`config.mk`:
```
export PLATFORM = sky130hd
export DESIGN_NAME = hazard_ctrl_flat
export DESIGN_NICKNAME = d
export VERILOG_FILES = /design/src/rtl/core_pkg.sv /design/src/rtl/hazard_ctrl_if.sv /design/src/rtl/inst_class_dec.sv /design/src/rtl/hazard_ctrl.sv /design/src/flat_wrapper.sv
export SDC_FILE = /design/constraint.sdc
export NUM_CORES = 1
export LEC_CHECK = 0
export CORE_MARGIN = 2
export CORE_UTILIZATION = 51
export DETAILED_ROUTE_END_ITERATION = 8
export HOLD_SLACK_MARGIN = 0.15
export PLACE_DENSITY = 0.95
export SLEW_MARGIN = 20
export SYNTH_ARGS = -nofsm -noshare
export SYNTH_HDL_FRONTEND = slang
export SYNTH_SLANG_ARGS = --single-unit
```
`constraint.sdc`:
```
create_clock -name clk -period 5.81 [get_ports clk]
set_clock_uncertainty 0.15 [all_clocks]
set_input_delay 0.581 -clock clk [delete_from_list [all_inputs] [get_ports clk]]
set_output_delay 0.581 -clock clk [all_outputs]
set_load 0.05 [all_outputs]
```
`src/rtl/core_pkg.sv`:
```
// Shared decode/hazard types for the 5-stage RV32I core.
package core_pkg;

  localparam logic [4:0] OpcLoad   = 5'b00000;
  localparam logic [4:0] OpcOpImm  = 5'b00100;
  localparam logic [4:0] OpcStore  = 5'b01000;
  localparam logic [4:0] OpcBranch = 5'b11000;
  localparam logic [4:0] OpcJalr   = 5'b11001;
  localparam logic [4:0] OpcAuipc  = 5'b00101;
  localparam logic [4:0] OpcLui    = 5'b01101;
  localparam logic [4:0] OpcOp     = 5'b01100;
  localparam logic [4:0] OpcJal    = 5'b11011;

  typedef struct packed {
    logic       valid;
    logic [4:0] rd;
    logic       is_load;
  } slot_t;

  typedef enum logic [1:0] {
    FwdRf    = 2'b00,
    FwdExMem = 2'b01,
    FwdMemWb = 2'b10
  } fwd_sel_e;

  typedef enum logic [1:0] {
    StRun    = 2'b00,
    StStall  = 2'b01,
    StFlush  = 2'b10,
    StFreeze = 2'b11
  } ctrl_state_e;

  // Source register rs is produced by the instruction tracked in slot s.
  function automatic logic slot_hit(slot_t s, logic [4:0] rs, logic use_rs);
    return use_rs && s.valid && (rs != 5'd0) && (s.rd == rs);
  endfunction

endpackage

```
`src/rtl/hazard_ctrl_if.sv`:
```
// Pipeline <-> hazard controller signal bundle.
interface hazard_ctrl_if #(
  parameter int unsigned CNT_W = 32
);
  logic [31:0]      inst;
  logic             id_valid;
  logic             ex_redirect;
  logic             mem_stall;
  logic             pc_en;
  logic             if_id_en;
  logic             if_id_flush;
  logic             id_ex_bubble;
  logic [1:0]       fwd_a_sel;
  logic [1:0]       fwd_b_sel;
  logic [1:0]       ctrl_state;
  logic [CNT_W-1:0] stall_cnt;
  logic [CNT_W-1:0] flush_cnt;

  modport master (
    output inst, id_valid, ex_redirect, mem_stall,
    input  pc_en, if_id_en, if_id_flush, id_ex_bubble, fwd_a_sel, fwd_b_sel,
    input  ctrl_state, stall_cnt, flush_cnt
  );

  modport slave (
    input  inst, id_valid, ex_redirect, mem_stall,
    output pc_en, if_id_en, if_id_flush, id_ex_bubble, fwd_a_sel, fwd_b_sel,
    output ctrl_state, stall_cnt, flush_cnt
  );
endinterface

```
`src/rtl/inst_class_dec.sv`:
```
// Classifies an RV32I instruction by register usage; shared with the regfile read stage.
module inst_class_dec
  import core_pkg::*;
(
  input  logic [31:0] inst,
  output logic        uses_rs1,
  output logic        uses_rs2,
  output logic        writes_rd,
  output logic        is_load,
  output logic [4:0]  rs1,
  output logic [4:0]  rs2,
  output logic [4:0]  rd
);

  logic wr_class;
  logic ld_class;
  logic unused_inst;

  assign rs1 = inst[19:15];
  assign rs2 = inst[24:20];
  assign rd  = inst[11:7];
  assign unused_inst = ^{inst[31:25], inst[14:12], inst[1:0]};

  always_comb begin
    uses_rs1 = 1'b0;
    uses_rs2 = 1'b0;
    wr_class = 1'b0;
    ld_class = 1'b0;
    case (inst[6:2])
      OpcLoad:   begin uses_rs1 = 1'b1; wr_class = 1'b1; ld_class = 1'b1; end
      OpcOpImm:  begin uses_rs1 = 1'b1; wr_class = 1'b1; end
      OpcStore:  begin uses_rs1 = 1'b1; uses_rs2 = 1'b1; end
      OpcBranch: begin uses_rs1 = 1'b1; uses_rs2 = 1'b1; end
      OpcJalr:   begin uses_rs1 = 1'b1; wr_class = 1'b1; end
      OpcAuipc:  wr_class = 1'b1;
      OpcLui:    wr_class = 1'b1;
      OpcJal:    wr_class = 1'b1;
      OpcOp:     begin uses_rs1 = 1'b1; uses_rs2 = 1'b1; wr_class = 1'b1; end
      default:   ;
    endcase
  end

  // A write to x0 is architecturally a no-op, so it never creates a hazard.
  assign writes_rd = wr_class && (rd != 5'd0);
  assign is_load   = ld_class && writes_rd;

endmodule

```
`src/rtl/hazard_ctrl.sv`:
```
// Decode-stage hazard controller: stall/flush/freeze sequencing, forwarding selects,
// and saturating event counters.
module hazard_ctrl
  import core_pkg::*;
#(
  parameter int unsigned CNT_W = 32
) (
  input  logic        clk,
  input  logic        rst,
  hazard_ctrl_if.slave bus
);

  logic       uses_rs1, uses_rs2, writes_rd, is_load;
  logic [4:0] rs1, rs2, rd;

  inst_class_dec u_dec (
    .inst      (bus.inst),
    .uses_rs1  (uses_rs1),
    .uses_rs2  (uses_rs2),
    .writes_rd (writes_rd),
    .is_load   (is_load),
    .rs1       (rs1),
    .rs2       (rs2),
    .rd        (rd)
  );

  slot_t            ex_s, mem_s, wb_s;
  fwd_sel_e         fwd_a_q, fwd_b_q;
  ctrl_state_e      state_q;
  logic [CNT_W-1:0] stall_q, flush_q;

  ctrl_state_e action;
  fwd_sel_e    sel_a, sel_b;
  slot_t       issue;
  logic        hit_ex_a, hit_ex_b, hit_mem_a, hit_mem_b, load_use;
  logic        unused_slots;

  // WB hazards resolve through regfile write-first; wb_s is kept only for visibility.
  assign unused_slots = ^{wb_s, mem_s.is_load};

  always_comb begin
    hit_ex_a  = slot_hit(ex_s, rs1, uses_rs1);
    hit_ex_b  = slot_hit(ex_s, rs2, uses_rs2);
    hit_mem_a = slot_hit(mem_s, rs1, uses_rs1);
    hit_mem_b = slot_hit(mem_s, rs2, uses_rs2);
    load_use  = bus.id_valid && ex_s.is_load && (hit_ex_a || hit_ex_b);

    if (bus.mem_stall)        action = StFreeze;
    else if (bus.ex_redirect) action = StFlush;
    else if (load_use)        action = StStall;
    else                      action = StRun;

    sel_a = FwdRf;
    sel_b = FwdRf;
    if (bus.id_valid) begin
      if (hit_ex_a)       sel_a = FwdExMem;
      else if (hit_mem_a) sel_a = FwdMemWb;
      if (hit_ex_b)       sel_b = FwdExMem;
      else if (hit_mem_b) sel_b = FwdMemWb;
    end

    issue.valid   = bus.id_valid && writes_rd;
    issue.rd      = rd;
    issue.is_load = bus.id_valid && is_load;
  end

  always_comb begin
    bus.pc_en        = 1'b0;
    bus.if_id_en     = 1'b0;
    bus.if_id_flush  = 1'b0;
    bus.id_ex_bubble = 1'b0;
    if (rst) begin
      bus.if_id_flush  = 1'b1;
      bus.id_ex_bubble = 1'b1;
    end else begin
      unique case (action)
        StRun: begin
          bus.pc_en        = 1'b1;
          bus.if_id_en     = 1'b1;
          bus.id_ex_bubble = !bus.id_valid;
        end
        StStall: bus.id_ex_bubble = 1'b1;
        StFlush: begin
          bus.pc_en        = 1'b1;
          bus.if_id_en     = 1'b1;
          bus.if_id_flush  = 1'b1;
          bus.id_ex_bubble = 1'b1;
        end
        StFreeze: ;
        default: ;
      endcase
    end
  end

  always_ff @(posedge clk or posedge rst) begin
    if (rst) begin
      ex_s    <= '0;
      mem_s   <= '0;
      wb_s    <= '0;
      fwd_a_q <= FwdRf;
      fwd_b_q <= FwdRf;
      state_q <= StRun;
      stall_q <= '0;
      flush_q <= '0;
    end else begin
      state_q <= action;
      if (action != StFreeze) begin
        wb_s  <= mem_s;
        mem_s <= ex_s;
        if (action == StRun) begin
          ex_s    <= issue;
          fwd_a_q <= sel_a;
          fwd_b_q <= sel_b;
        end else begin
          ex_s    <= '0;
          fwd_a_q <= FwdRf;
          fwd_b_q <= FwdRf;
        end
      end
      if (action == StStall && stall_q != '1) stall_q <= stall_q + 1'b1;
      if (action == StFlush && flush_q != '1) flush_q <= flush_q + 1'b1;
    end
  end

  assign bus.fwd_a_sel  = fwd_a_q;
  assign bus.fwd_b_sel  = fwd_b_q;
  assign bus.ctrl_state = state_q;
  assign bus.stall_cnt  = stall_q;
  assign bus.flush_cnt  = flush_q;

endmodule
```
`src/flat_wrapper.sv`:
```
// flat-port wrapper written by rule: the top's interface ports become plain ports
module hazard_ctrl_flat import core_pkg::*;
#(
  parameter int unsigned CNT_W = 32
)
  (clk, rst, bus_inst, bus_id_valid, bus_ex_redirect, bus_mem_stall, bus_pc_en, bus_if_id_en, bus_if_id_flush, bus_id_ex_bubble, bus_fwd_a_sel, bus_fwd_b_sel, bus_ctrl_state, bus_stall_cnt, bus_flush_cnt);
  hazard_ctrl_if #(.CNT_W(CNT_W)) bus_i ();
  input  logic clk;
  input  logic rst;
  input wire logic [$bits(bus_i.inst)-1:0] bus_inst;
  input wire logic [$bits(bus_i.id_valid)-1:0] bus_id_valid;
  input wire logic [$bits(bus_i.ex_redirect)-1:0] bus_ex_redirect;
  input wire logic [$bits(bus_i.mem_stall)-1:0] bus_mem_stall;
  output wire logic [$bits(bus_i.pc_en)-1:0] bus_pc_en;
  output wire logic [$bits(bus_i.if_id_en)-1:0] bus_if_id_en;
  output wire logic [$bits(bus_i.if_id_flush)-1:0] bus_if_id_flush;
  output wire logic [$bits(bus_i.id_ex_bubble)-1:0] bus_id_ex_bubble;
  output wire logic [$bits(bus_i.fwd_a_sel)-1:0] bus_fwd_a_sel;
  output wire logic [$bits(bus_i.fwd_b_sel)-1:0] bus_fwd_b_sel;
  output wire logic [$bits(bus_i.ctrl_state)-1:0] bus_ctrl_state;
  output wire logic [$bits(bus_i.stall_cnt)-1:0] bus_stall_cnt;
  output wire logic [$bits(bus_i.flush_cnt)-1:0] bus_flush_cnt;
  assign bus_i.inst = bus_inst;
  assign bus_i.id_valid = bus_id_valid;
  assign bus_i.ex_redirect = bus_ex_redirect;
  assign bus_i.mem_stall = bus_mem_stall;
  assign bus_pc_en = bus_i.pc_en;
  assign bus_if_id_en = bus_i.if_id_en;
  assign bus_if_id_flush = bus_i.if_id_flush;
  assign bus_id_ex_bubble = bus_i.id_ex_bubble;
  assign bus_fwd_a_sel = bus_i.fwd_a_sel;
  assign bus_fwd_b_sel = bus_i.fwd_b_sel;
  assign bus_ctrl_state = bus_i.ctrl_state;
  assign bus_stall_cnt = bus_i.stall_cnt;
  assign bus_flush_cnt = bus_i.flush_cnt;
  hazard_ctrl #(.CNT_W(CNT_W)) u_core (.clk(clk), .rst(rst), .bus(bus_i));
endmodule
```
### Word-level counts from Yosys, hierarchy flattened

Cells that the tools add are included.

| operators by class | value |
|---|---|
| add/subtract/negate cells | 2 |
| reduce and logical (&&, ||, !) cells | 32 |
| equality and inequality tests | 17 |
| mux-type cells | 22 |

Operators by type and width:

| kind | count |
|---|---|
| 32-bit by 1-bit adder with 32-bit output (second input constant) | 2 |
| 32-bit != test (second input constant) | 2 |
| 5-bit equality test | 4 |
| 1-bit logical AND | 20 |
| 2-bit 2-to-1 mux | 10 |
| 5-bit by 4-bit equality test with 1-bit output (second input constant) | 3 |
| 5-bit equality test (second input constant) | 3 |
| 5-bit nonzero test | 3 |
| 5-bit by 3-bit equality test with 1-bit output (second input constant) | 2 |
| 1-bit 2-to-1 mux | 10 |
| 7-bit 2-to-1 mux | 1 |
| 7-bit OR reduction | 1 |
| 6-bit OR reduction | 1 |
| 5-bit logical NOT | 1 |
| 2-bit OR reduction | 2 |
| 3-bit OR reduction | 1 |
| 2-bit by 1-bit equality test with 1-bit output (second input constant) | 1 |
| 2-bit equality test (second input constant) | 1 |
| 2-bit logical NOT | 1 |
| 2-bit != test (second input constant) | 1 |
| 1-bit one-hot mux with 2 select lines | 1 |
| 1-bit logical NOT | 1 |
| 1-bit logical OR | 1 |

| storage, ports and cells | value |
|---|---|
| register bits after elaboration | 83 |
| input bits | 37 |
| word-level logic and storage cells | 83 |
| output and inout bits | 74 |

### Longest topological paths before layout

Gate-level depths: netlist of run 1.

| depth | value |
|---|---|
| depth after elaboration | 15 |
| depth in mapped cells | 8 |
| depth with buffers taken out | 7 |

### Cells and area by module

From an unflattened synthesis of run 1, not the netlist that was laid out.

| unflattened totals | value |
|---|---|
| cells, all modules | 413 |
| area total of the unflattened synthesis | 4,295.4 um^2 |

By module, submodules not included:

| module | area each (um^2) | sequential area each (um^2) | cells each | times used |
|---|---|---|---|---|
| hazard_ctrl | 4,102.7 | 2,077.0 | 381 | 1 |
| inst_class_dec | 192.7 | 0.0 | 32 | 1 |

### Least setup slack after synthesis of run 1

Ideal clock, no wire load.

| timing path | value |
|---|---|
| path type | in2out |
| start | in rst |
| end | out bus_id_ex_bubble |
| data required time | 5,079 ps |
| slack | 1,410 ps |
| stages | 2 |
| arrival time | 3,669 ps |
| path through | inv_1 > o21ai_0 |

| on the way | value |
|---|---|
| word-level cells in the longest chain between the ends | 1 |

RTL lines:

| item | RTL line | text |
|---|---|---|
| from (decl) | flat_wrapper.sv:9 | `input logic rst;` |
| 1-bit 2-to-1 mux | hazard_ctrl.sv:72 | `if (rst) begin` |
| to (decl) | flat_wrapper.sv:17 | `output wire logic [$bits(bus_i.id_ex_bubble)-1:0] bus_id_ex_bubble;` |

No other way between the ends.

### Final worst setup path of run 1

| timing path | value |
|---|---|
| start | in bus_inst[20] |
| end | out bus_if_id_en |

| on the way | value |
|---|---|
| word-level cells in the longest chain between the ends | 12 |
| elaborated cells on any way between the ends | 14 |
| those cells by class | 2 x eq/ne; 5 x mux; 7 x reduce/logical |

RTL lines:

| item | RTL line | text |
|---|---|---|
| from (decl) | flat_wrapper.sv:10 | `input wire logic [$bits(bus_i.inst)-1:0] bus_inst;` |
| 5-bit nonzero test | core_pkg.sv:35 | `return use_rs && s.valid && (rs != 5'd0) && (s.rd == rs);` |
| 1-bit logical AND | core_pkg.sv:35 |  |
| 1-bit logical AND (*) | core_pkg.sv:35 |  |
| 1-bit logical OR (*) | hazard_ctrl.sv:46 | `load_use = bus.id_valid && ex_s.is_load && (hit_ex_a \|\| hit_ex_b);` |
| 1-bit logical AND (*) | hazard_ctrl.sv:46 |  |
| 1-bit 2-to-1 mux (*) | hazard_ctrl.sv:50 | `else if (load_use) action = StStall;` |
| 2-bit 2-to-1 mux (*) | hazard_ctrl.sv:49 | `else if (bus.ex_redirect) action = StFlush;` |
| 2-bit 2-to-1 mux (*) | hazard_ctrl.sv:48 | `if (bus.mem_stall) action = StFreeze;` |
| net u_core.action[0] | hazard_ctrl.sv:32 | `ctrl_state_e action;` |
| 2-bit equality test or 2-bit logical NOT (tied branches) | hazard_ctrl.sv:76 | `unique case (action)` |
| 2-bit OR reduction (no line) (*) | n/a |  |
| 1-bit 2-to-1 mux (*) | hazard_ctrl.sv:76 |  |
| 1-bit 2-to-1 mux (*) | hazard_ctrl.sv:72 |  |
| to (decl) | flat_wrapper.sv:15 | `output wire logic [$bits(bus_i.if_id_en)-1:0] bus_if_id_en;` |

Mark *: on every way through the listed nets, which the timed path passes. The rest lies on a longest branch.

==> results of run 1 <==
[logic make-up after synthesis]
logic type / Yosys count / share of synthesized area
AO/OA/AOI/OAI: 25 / 0.0483
XOR/XNOR: 82 / 0.171
adder cells (fa/ha/maj): 2 / 0.00596
buffers and inverters: 20 / 0.0250
flip-flops: 83 / 0.495
multiplexers: 8 / 0.0215
AND/OR/NAND/NOR: 169 / 0.234
[worst paths after layout]
check | cells past startpoint | start | to
max | 8 | bus_inst[20] | bus_if_id_en
min | 1 | u_core.bus.stall_cnt[15] | u_core.bus.stall_cnt[15]
max reg2reg | 7 | u_core.bus.stall_cnt[0] | u_core.bus.stall_cnt[17]
min reg2reg | 1 | u_core.bus.stall_cnt[15] | u_core.bus.stall_cnt[15]
max in group asynchronous | 3 | rst | u_core.bus.stall_cnt[0]
min in group asynchronous | 2 | rst | u_core.bus.flush_cnt[18]
[through the flow]
stage | power, µW | util
after floorplan | 788 | -
after global routing | 1320 | 0.675
final | 1270 | 0.675
after CTS | 1280 | 0.675
after global placement | 873 | 0.651
after detailed placement | 881 | 0.651
[layout make-up]
class,instances,area (µm²),area share
clock inverter,7,67.6,0.0124
clock buffer,9,124,0.0227
inverter,10,38.8,0.00710
tap,105,131,0.0240
timing repair buffer,101,1000,0.184
multi-input combinational,286,2020,0.370
sequential,83,2080,0.380
[power groups by stage]
stage                     Sequential [µW]  Combinational [µW]  Clock [µW]
after floorplan                       715                73.2           0
after global placement                653                 220           0
after detailed placement              655                 226           0
after CTS                             644                 227         414
after global routing                  648                 239         437
final                                 644                 226         403
[worst max-delay path, stage by stage]
cell and delay, ps:
clkdlybuf4s50_1 490, or4_1 560, o211ai_1 310, nor3_1 130, a21oi_1 180, o31ai_1 140
nor2_1 170, clkdlybuf4s50_1 840
[layer usage]
layer	track usage	wire length, µm	vias to the layer above
li1	-	-	1611
met1	0.292	4240	1715
met2	0.405	5250	110
met3	0.0407	393	12
met4	0.0773	125	0
met5	0	0	-
[cells in the mapped netlist (4+ instances only)]
library cell	n
nand2_1	23
nor4_1	6
nand3_1	27
nand4_1	27
inv_1	10
dfrtp_1	83
a22o_1	6
and3_1	8
clkbuf_1	4
nor3_1	16
nor2_1	24
mux2_2	8
and2_1	4
or4_1	5
and4_1	11
xor2_1	36
xnor2_1	46
[sequential cells by signal (all words and copies together), names as in the netlist]
register	count
u_core.bus.ctrl_state	2
u_core.bus.flush_cnt	32
u_core.bus.fwd_a_sel	2
u_core.bus.fwd_b_sel	2
u_core.bus.stall_cnt	32
u_core.ex_s	7
u_core.mem_s	6
==> summary.md, run 1 <==
| Metric | Value |
|---|---|
| Vias in the first global route | 3391 |
| Final Hold Viols | 0 |
| Primary FF master, synth | dfrtp_1 |
| Total core area | 0.00809 mm² |
| Area share of the largest cell type after synthesis | 0.495 |
| All-Layer GR Usage | 0.232 |
| Die height | 94.7 µm |
| Root Buffer | clkbuf_8 |
| Worst hold slack | 337 ps |
| Routed Antenna Nets | 0 |
| GPL Wtd Cong | 0.885 |
| Area grow syn2layout | 30.2% |
| Diodes inserted | 0 |
| Largest net degree at the start of global routing | 53 |
| Initial antenna violation count | 0 |
| Seq pwr share | 0.506 |
| Synth Cell Area | 0.00420 mm² |
| Asr flop ratio synth | 1.00 |
| H-tree depth | 3 |
| Grt ovf | 0 |
| Reg2Reg Setup Slack | 2780 ps |
| Post-synthesis cell count | 389 |
| Status | completed |
| CTS sink cnt | 83 |
| Slew @ Worst Pin | 957 ps |
| Reg clk slew, reported paths | 80 ps |
| Critical Path RT | 5080 ps |
| TritonCTS clock tree | built |
| Max_cap viols | 0 |
| Cell row count | 33 |
| Synth unique cells | 45 |
| Share of post-route cells with drive strength above 1 | 0.0766 |
| Die area | 0.00898 mm² |
| Min-Delay Path Class | reg -> reg |
| Register bit total from synthesis | 83 |
| Worst slew margin | 0.357 |
| Net Count, Synth | 428 |
| Worst-Skew Late Latency | 360 ps |
| CP Capture Type | output pin |
| Switching pwr | 413 µW |
| Final setup viols | 0 |
| Pre-CTS WS | 1690 ps |
| Drt first pass iters | 5 |
| Fill count | 629 |
| Post-CTS sizing | 0 |
| First-pass GRT wire length | 16300 µm |
| Arrival @ worst endpoint | 3400 ps |
| Commonest non-fill, non-tap cell in the layout | clkdlybuf4s50_1 |
| Initial core utilization | 0.519 |
| Total Routed Length | 10000 µm |
| Pint | 859 µW |
| Clock share of power | 0.317 |
| CTS Buffer Depth | 2 |
| Design area | 0.00547 mm² |
| FMAX | 0.242 GHz |
| Min Tclk post-route | 4130 ps |
| Critical Setup Path Class | in -> out |
| Maximum vdd ir drop | 233 µV |
| Sw frac | 0.325 |
| Post-Layout Cell Count | 601 |
| Post-synth EDFFs | 0 |
| Top cells by area, synth | dfrtp_1, xnor2_1, xor2_1 |
| Post-Syn Area per Cell | 10.8 µm² |
| Final WS setup | 1680 ps |
| IO Count | 111 |
| Pins Over Slew Limit | 0 |
| Leakage power | 0.00232 µW |
| Fin crit share | 0.710 |
| Seq/Total Area, Yosys | 0.495 |
| Combinational Power Share | 0.178 |
| Nets | 530 |
| Synth area leader | dfrtp_1 |
| Cell area power density | 233 mW/mm² |
| Most frequent cells in the layout | clkdlybuf4s50_1, dfrtp_1, xnor2_1, xor2_1 |
| # DRC | 0 |
| RSZ-0062 raised after global routing | false |
| Die Wd | 94.7 µm |
| CTS Hold Bufs | 0 |
| Number of DRC markers in iteration 0 | 112 |
| Postcts setup bufs | 0 |
| Syn. warnings | 0 |
| Total CTS buffers | 9 |
| DP Wirelength | 7330 µm |
| Vias | 3448 |
| Post-placement cell count | 585 |
| Port Buffers | 98 |
| Setup crit start kind | input pin |
| Area after DPL | 0.00527 mm² |
| TNS Setup | 0 ps |
| Crit Path Max Fanout | 4 |
| Via density | 5.74 |
| Routed len/inst | 16.7 µm |
Power figures use the tool's default switching activity.
==> run 2, diff against run 1 <==
CORE_UTILIZATION = 49   (was 51)
PLACE_DENSITY = 0.93   (was 0.95)
clock period = 4.15 ns   (was 5.81 ns; I/O delays follow)
==> run 2 against run 1 <==
Compared with the run above: via count fell by 0.23%; power rose by 43%; worst hold slack got worse by 70 ps; utilization fell by 1.0 points; non-clock buffer count rose by 3; critical path depth did not move; cell count rose by 0.50%; first-iteration DRC count rose by 66%; clock power rose by 49%; sequential power rose by 39%; largest cell class unchanged.
==> summary.md, run 2 (same netlist as run 1, synthesis figures left out) <==
| Metric | Value |
|---|---|
| Critical Path Max Stage Delay | 830 ps |
| Final setup viols | 0 |
| Fin crit share | 0.920 |
| Final cell utilization of the core | 0.665 |
| CTS Buffer Depth | 2 |
| CTS sink cnt | 83 |
| Post-CTS sizing | 0 |
| Nets | 533 |
| Vias in the first global route | 3346 |
| Pins Over Slew Limit | 0 |
| Post-Layout Cell Count | 604 |
| Cell row count | 33 |
| Slew @ Worst Pin | 736 ps |
| First-pass GRT wire length | 16100 µm |
| Worst-Skew Late Latency | 350 ps |
| Area grow syn2layout | 30.8% |
| Die height | 96.6 µm |
| Area after DPL | 0.00529 mm² |
| Slowest CP cell | clkdlybuf4s50_1 |
| Reg clk slew, reported paths | 90 ps |
| Port Buffers | 98 |
| Initial core utilization | 0.508 |
| RSZ-0062 raised after global routing | false |
| Critical Path RT | 3590 ps |
| Share of post-route cells with drive strength above 1 | 0.0802 |
| Maximum vdd ir drop | 202 µV |
| Routed Antenna Nets | 0 |
| Postcts setup bufs | 0 |
| Reg2Reg Setup Slack | 1330 ps |
| Diodes inserted | 0 |
| TNS Setup | 0 ps |
| Via density | 5.70 |
| DP Wirelength | 7330 µm |
| FF/Latch Area | 0.00208 mm² |
| Initial antenna violation count | 0 |
| TritonCTS clock tree | built |
| Arrival @ worst endpoint | 3250 ps |
| Leakage power | 0.00234 µW |
| Root Buffer | clkbuf_8 |
| Largest net degree at the start of global routing | 59 |
| Total Routed Length | 9940 µm |
| Grt ovf | 0 |
| Die Wd | 96.6 µm |
| GPL Wtd Cong | 0.907 |
| CTS Hold Bufs | 0 |
| Commonest non-fill, non-tap cell in the layout | clkdlybuf4s50_1 |
| Design area | 0.00549 mm² |
| Most used cell, CP | clkdlybuf4s50_1 |
| Total core area | 0.00826 mm² |
| Total CTS buffers | 9 |
| Critical Setup Path Class | in -> out |
| Routed len/inst | 16.5 µm |
| Worst slew margin | 0.509 |
| CP Cell Sequence | clkdlybuf4s50_1, or4_1, o211ai_1, nor3_1, a21oi_1, o31ai_1, nor2_1, clkdlybuf4s50_1 |
| IO Count | 111 |
| Drt first pass iters | 4 |
| Most frequent cells in the layout | clkdlybuf4s50_1, dfrtp_1, xnor2_1, xor2_1 |
| Crit Path Max Fanout | 4 |
| Worst R2R Start | u_core.bus.stall_cnt[0] |
| # DRC | 0 |
| Total chip power | 1820 µW |
| FMAX | 0.262 GHz |
| Status | completed |
| Setup crit start kind | input pin |
| Die area | 0.00933 mm² |
| Cell area power density | 331 mW/mm² |
| Fill count | 644 |
| Reg2reg end | u_core.bus.stall_cnt[13] |
| Post-placement cell count | 588 |
| Min Tclk post-route | 3820 ps |
| Final Hold Viols | 0 |
| Top cell family by delay on the critical path | buffers and inverters |
| CP Capture Type | output pin |
| Vias | 3440 |
| R2R cell count | 7 |
| Max_cap viols | 0 |
| Number of DRC markers in iteration 0 | 186 |
| Area occupied by multi-input gates | 0.00202 mm² |
| H-tree depth | 3 |
| Min-Delay Path Class | in -> async |
| All-Layer GR Usage | 0.225 |
| WP buf/inv | 2 |
-- run 2: how the worst max path moves through the flow --
stage                  from          endpoint  cells past startpoint
6_report       bus_inst[23]      bus_if_id_en                      8
5_1_grt        bus_inst[23]      bus_if_id_en                      8
4_1_cts        bus_inst[20]      bus_if_id_en                      8
3_5_place_dp   bus_inst[23]      bus_if_id_en                      8
3_3_place_gp   bus_inst[20]         bus_pc_en                      8
2_1_floorplan           rst  bus_id_ex_bubble                      2
-- run 2: per-stage QoR --
stage / hold slack (ps) / setup slack [ps]
2_1_floorplan: 330 / 82.3
6_report: 266 / 333
5_1_grt: 295 / 266
3_3_place_gp: 323 / 449
3_5_place_dp: 327 / 393
4_1_cts: 275 / 389
-- run 2: area by class of cell --
type,instances,share of cell area
Inverter,10,0.00706
Sequential cell,83,0.378
Clock buffer,10,0.0251
Clock inverter,6,0.0116
Tap cell,105,0.0239
Timing Repair Buffer,104,0.187
Multi-Input combinational cell,286,0.367
-- run 2: power breakdown --
part           switching, µW  internal, µW
combinational            192           125
sequential              52.0           846
clock                    306           295
total                    550          1270
-- run 2: routing by layer --
| metal | vias up | share of wire | GRT usage |
|---|---|---|---|
| met5 | - | 0 | 0 |
| met4 | 0 | 0.015 | 0.0857 |
| met3 | 15 | 0.042 | 0.0295 |
| met2 | 107 | 0.52 | 0.395 |
| met1 | 1700 | 0.43 | 0.285 |
| li1 | 1618 | - | - |
==> run 3, diff against run 2 <==
CORE_UTILIZATION = 51   (was 49)
PLACE_DENSITY = 0.95   (was 0.93)
clock period = 4.86 ns   (was 4.15 ns; I/O delays follow)
==> run 3 against run 2 <==
Compared with the run above: die area is 3.8% lower; clock power decreased by 6.5%; cell count down 0.33%; first-iteration DRC count is 51% higher; combinational power is 15% lower; non-clock buffer count shrank 2; critical endpoint is now bus_pc_en; largest power group unchanged.
==> summary.md, run 3 (same netlist as run 1, synthesis figures left out) <==
| Metric | Value |
|---|---|
| Total core area | 0.00809 mm² |
| Die height | 94.7 µm |
| Status | completed |
| CTS Buffer Depth | 2 |
| Total CTS buffers | 9 |
| Min-Delay Path Class | in -> async |
| All-Layer GR Usage | 0.242 |
| Number of DRC markers in iteration 0 | 280 |
| Initial core utilization | 0.519 |
| Combinational Power Share | 0.169 |
| Final cell utilization of the core | 0.680 |
| Final WS setup | 930 ps |
| Commonest non-fill, non-tap cell in the layout | clkdlybuf4s50_1 |
| Nets | 531 |
| Via density | 5.77 |
| Seq pwr share | 0.480 |
| Cell area power density | 291 mW/mm² |
| Port Buffers | 98 |
| Most frequent cells in the layout | clkdlybuf4s50_1, dfrtp_1, xnor2_1, xor2_1 |
| Drt first pass iters | 7 |
| Routed len/inst | 16.9 µm |
| Switching pwr | 463 µW |
| Design area | 0.00550 mm² |
| First-pass GRT wire length | 17200 µm |
| Leakage power | 0.00234 µW |
| CP Capture Type | output pin |
| Final setup viols | 0 |
| Sw frac | 0.290 |
| DP Wirelength | 7460 µm |
| Post-CTS sizing | 0 |
| Reg2Reg Setup Slack | 1850 ps |
| CTS sink cnt | 83 |
| Routed Antenna Nets | 0 |
| Worst R2R Start | u_core.bus.stall_cnt[0] |
| Worst slew margin | 0.284 |
| Pre-CTS WS | 973 ps |
| Min Tclk post-route | 3930 ps |
| Metal2 WL | 5270 µm |
| Share of post-route cells with drive strength above 1 | 0.0744 |
| FMAX | 0.254 GHz |
| Largest net degree at the start of global routing | 73 |
| Slew @ Worst Pin | 1060 ps |
| Setup crit start kind | input pin |
| Fill count | 604 |
| Pins Over Slew Limit | 0 |
| TritonCTS clock tree | built |
| CTS Hold Bufs | 0 |
| Routed met3 length | 456 µm |
| Critical Path RT | 4220 ps |
| Area grow syn2layout | 31.0% |
| Final Hold Viols | 0 |
| Root Buffer | clkbuf_8 |
| Vias in the first global route | 3536 |
| Clock share of power | 0.351 |
| Arrival @ worst endpoint | 3290 ps |
| GPL Wtd Cong | 0.875 |
| Area occupied by multi-input gates | 0.00202 mm² |
| Area after DPL | 0.00528 mm² |
| Reg clk slew, reported paths | 90 ps |
| # DRC | 0 |
| Max layer used | met4 |
| Cell row count | 33 |
| R2R cell count | 7 |
| Max_cap viols | 0 |
| M1 wire length | 4280 µm |
| Critical Setup Path Class | in -> out |
| Pint | 1130 µW |
| Critical Path Start | bus_inst[20] |
| Crit Path Max Fanout | 4 |
| IO Count | 111 |
| Die area | 0.00898 mm² |
| Reg2reg end | u_core.bus.stall_cnt[17] |
| Maximum vdd ir drop | 236 µV |
| Total Routed Length | 10200 µm |
| Post-Layout Cell Count | 602 |
| Worst-Skew Late Latency | 340 ps |
| Die Wd | 94.7 µm |
| TNS Setup | 0 ps |
| Postcts setup bufs | 0 |
| Initial antenna violation count | 0 |
| Diodes inserted | 0 |
| Post-placement cell count | 586 |
| Fin crit share | 0.809 |
| Vias | 3476 |
| FF/Latch Area | 0.00208 mm² |
| RSZ-0062 raised after global routing | false |
| Grt ovf | 0 |
| CP Capture Point | bus_pc_en |
| H-tree depth | 3 |
[run 3: changes by cell type in the layout (fill, tap and decap cells not counted), sizes merged]
cell,before,now
buf,6,4
bufinv,1,2
clkbuf,10,11
clkinv,3,1
[run 3: power groups by stage]
stage / Clock (µW) / Sequential, µW / Combinational, µW
3_3_place_gp: 0 / 777 / 264
4_1_cts: 566 / 766 / 272
3_5_place_dp: 0 / 780 / 272
2_1_floorplan: 0 / 855 / 87.5
5_1_grt: 602 / 773 / 286
6_report: 561 / 767 / 270
[run 3: how the worst min path moves through the flow]
stage / start / endpoint / slack, ps / depth (start not counted)
after CTS: rst / u_core.bus.ctrl_state[0] / 250 / 2
after detailed placement: u_core.bus.stall_cnt[26] / u_core.bus.stall_cnt[26] / 340 / 1
after global routing: rst / u_core.bus.ctrl_state[0] / 250 / 2
final: rst / u_core.bus.ctrl_state[0] / 240 / 2
after global placement: u_core.bus.flush_cnt[22] / u_core.bus.flush_cnt[22] / 320 / 1
after floorplan: u_core.mem_s[6] / u_core.mem_s[6] / 330 / 1
[run 3: through the flow]
| step | power [µW] | hold WS (ps) |
|---|---|---|
| after floorplan | 942 | 330 |
| after global placement | 1040 | 322 |
| after detailed placement | 1050 | 341 |
| after CTS | 1600 | 247 |
| after global routing | 1660 | 250 |
| final | 1600 | 242 |
[run 3: final cells by class]
type | count | share of cell area
clock buffers | 11 | 0.0257
clock inverters | 5 | 0.0152
inverters | 10 | 0.00705
multi-input cells | 286 | 0.367
flip-flops and latches | 83 | 0.378
well taps | 105 | 0.0239
repair buffers | 102 | 0.184
[run 3: worst max-delay path, cell delays in order]
cell	delay, ps
clkdlybuf4s50_1	470
or4_1	570
o211ai_1	290
nor3_1	140
a21oi_1	230
o31ai_1	150
nor2_1	140
clkdlybuf4s50_1	820
[run 3: per-layer routing]
layer / GRT usage / up-vias
li1: - / 1616
met4: 0.0906 / 0
met5: 0 / -
met2: 0.418 / 129
met1: 0.307 / 1713
met3: 0.0343 / 18
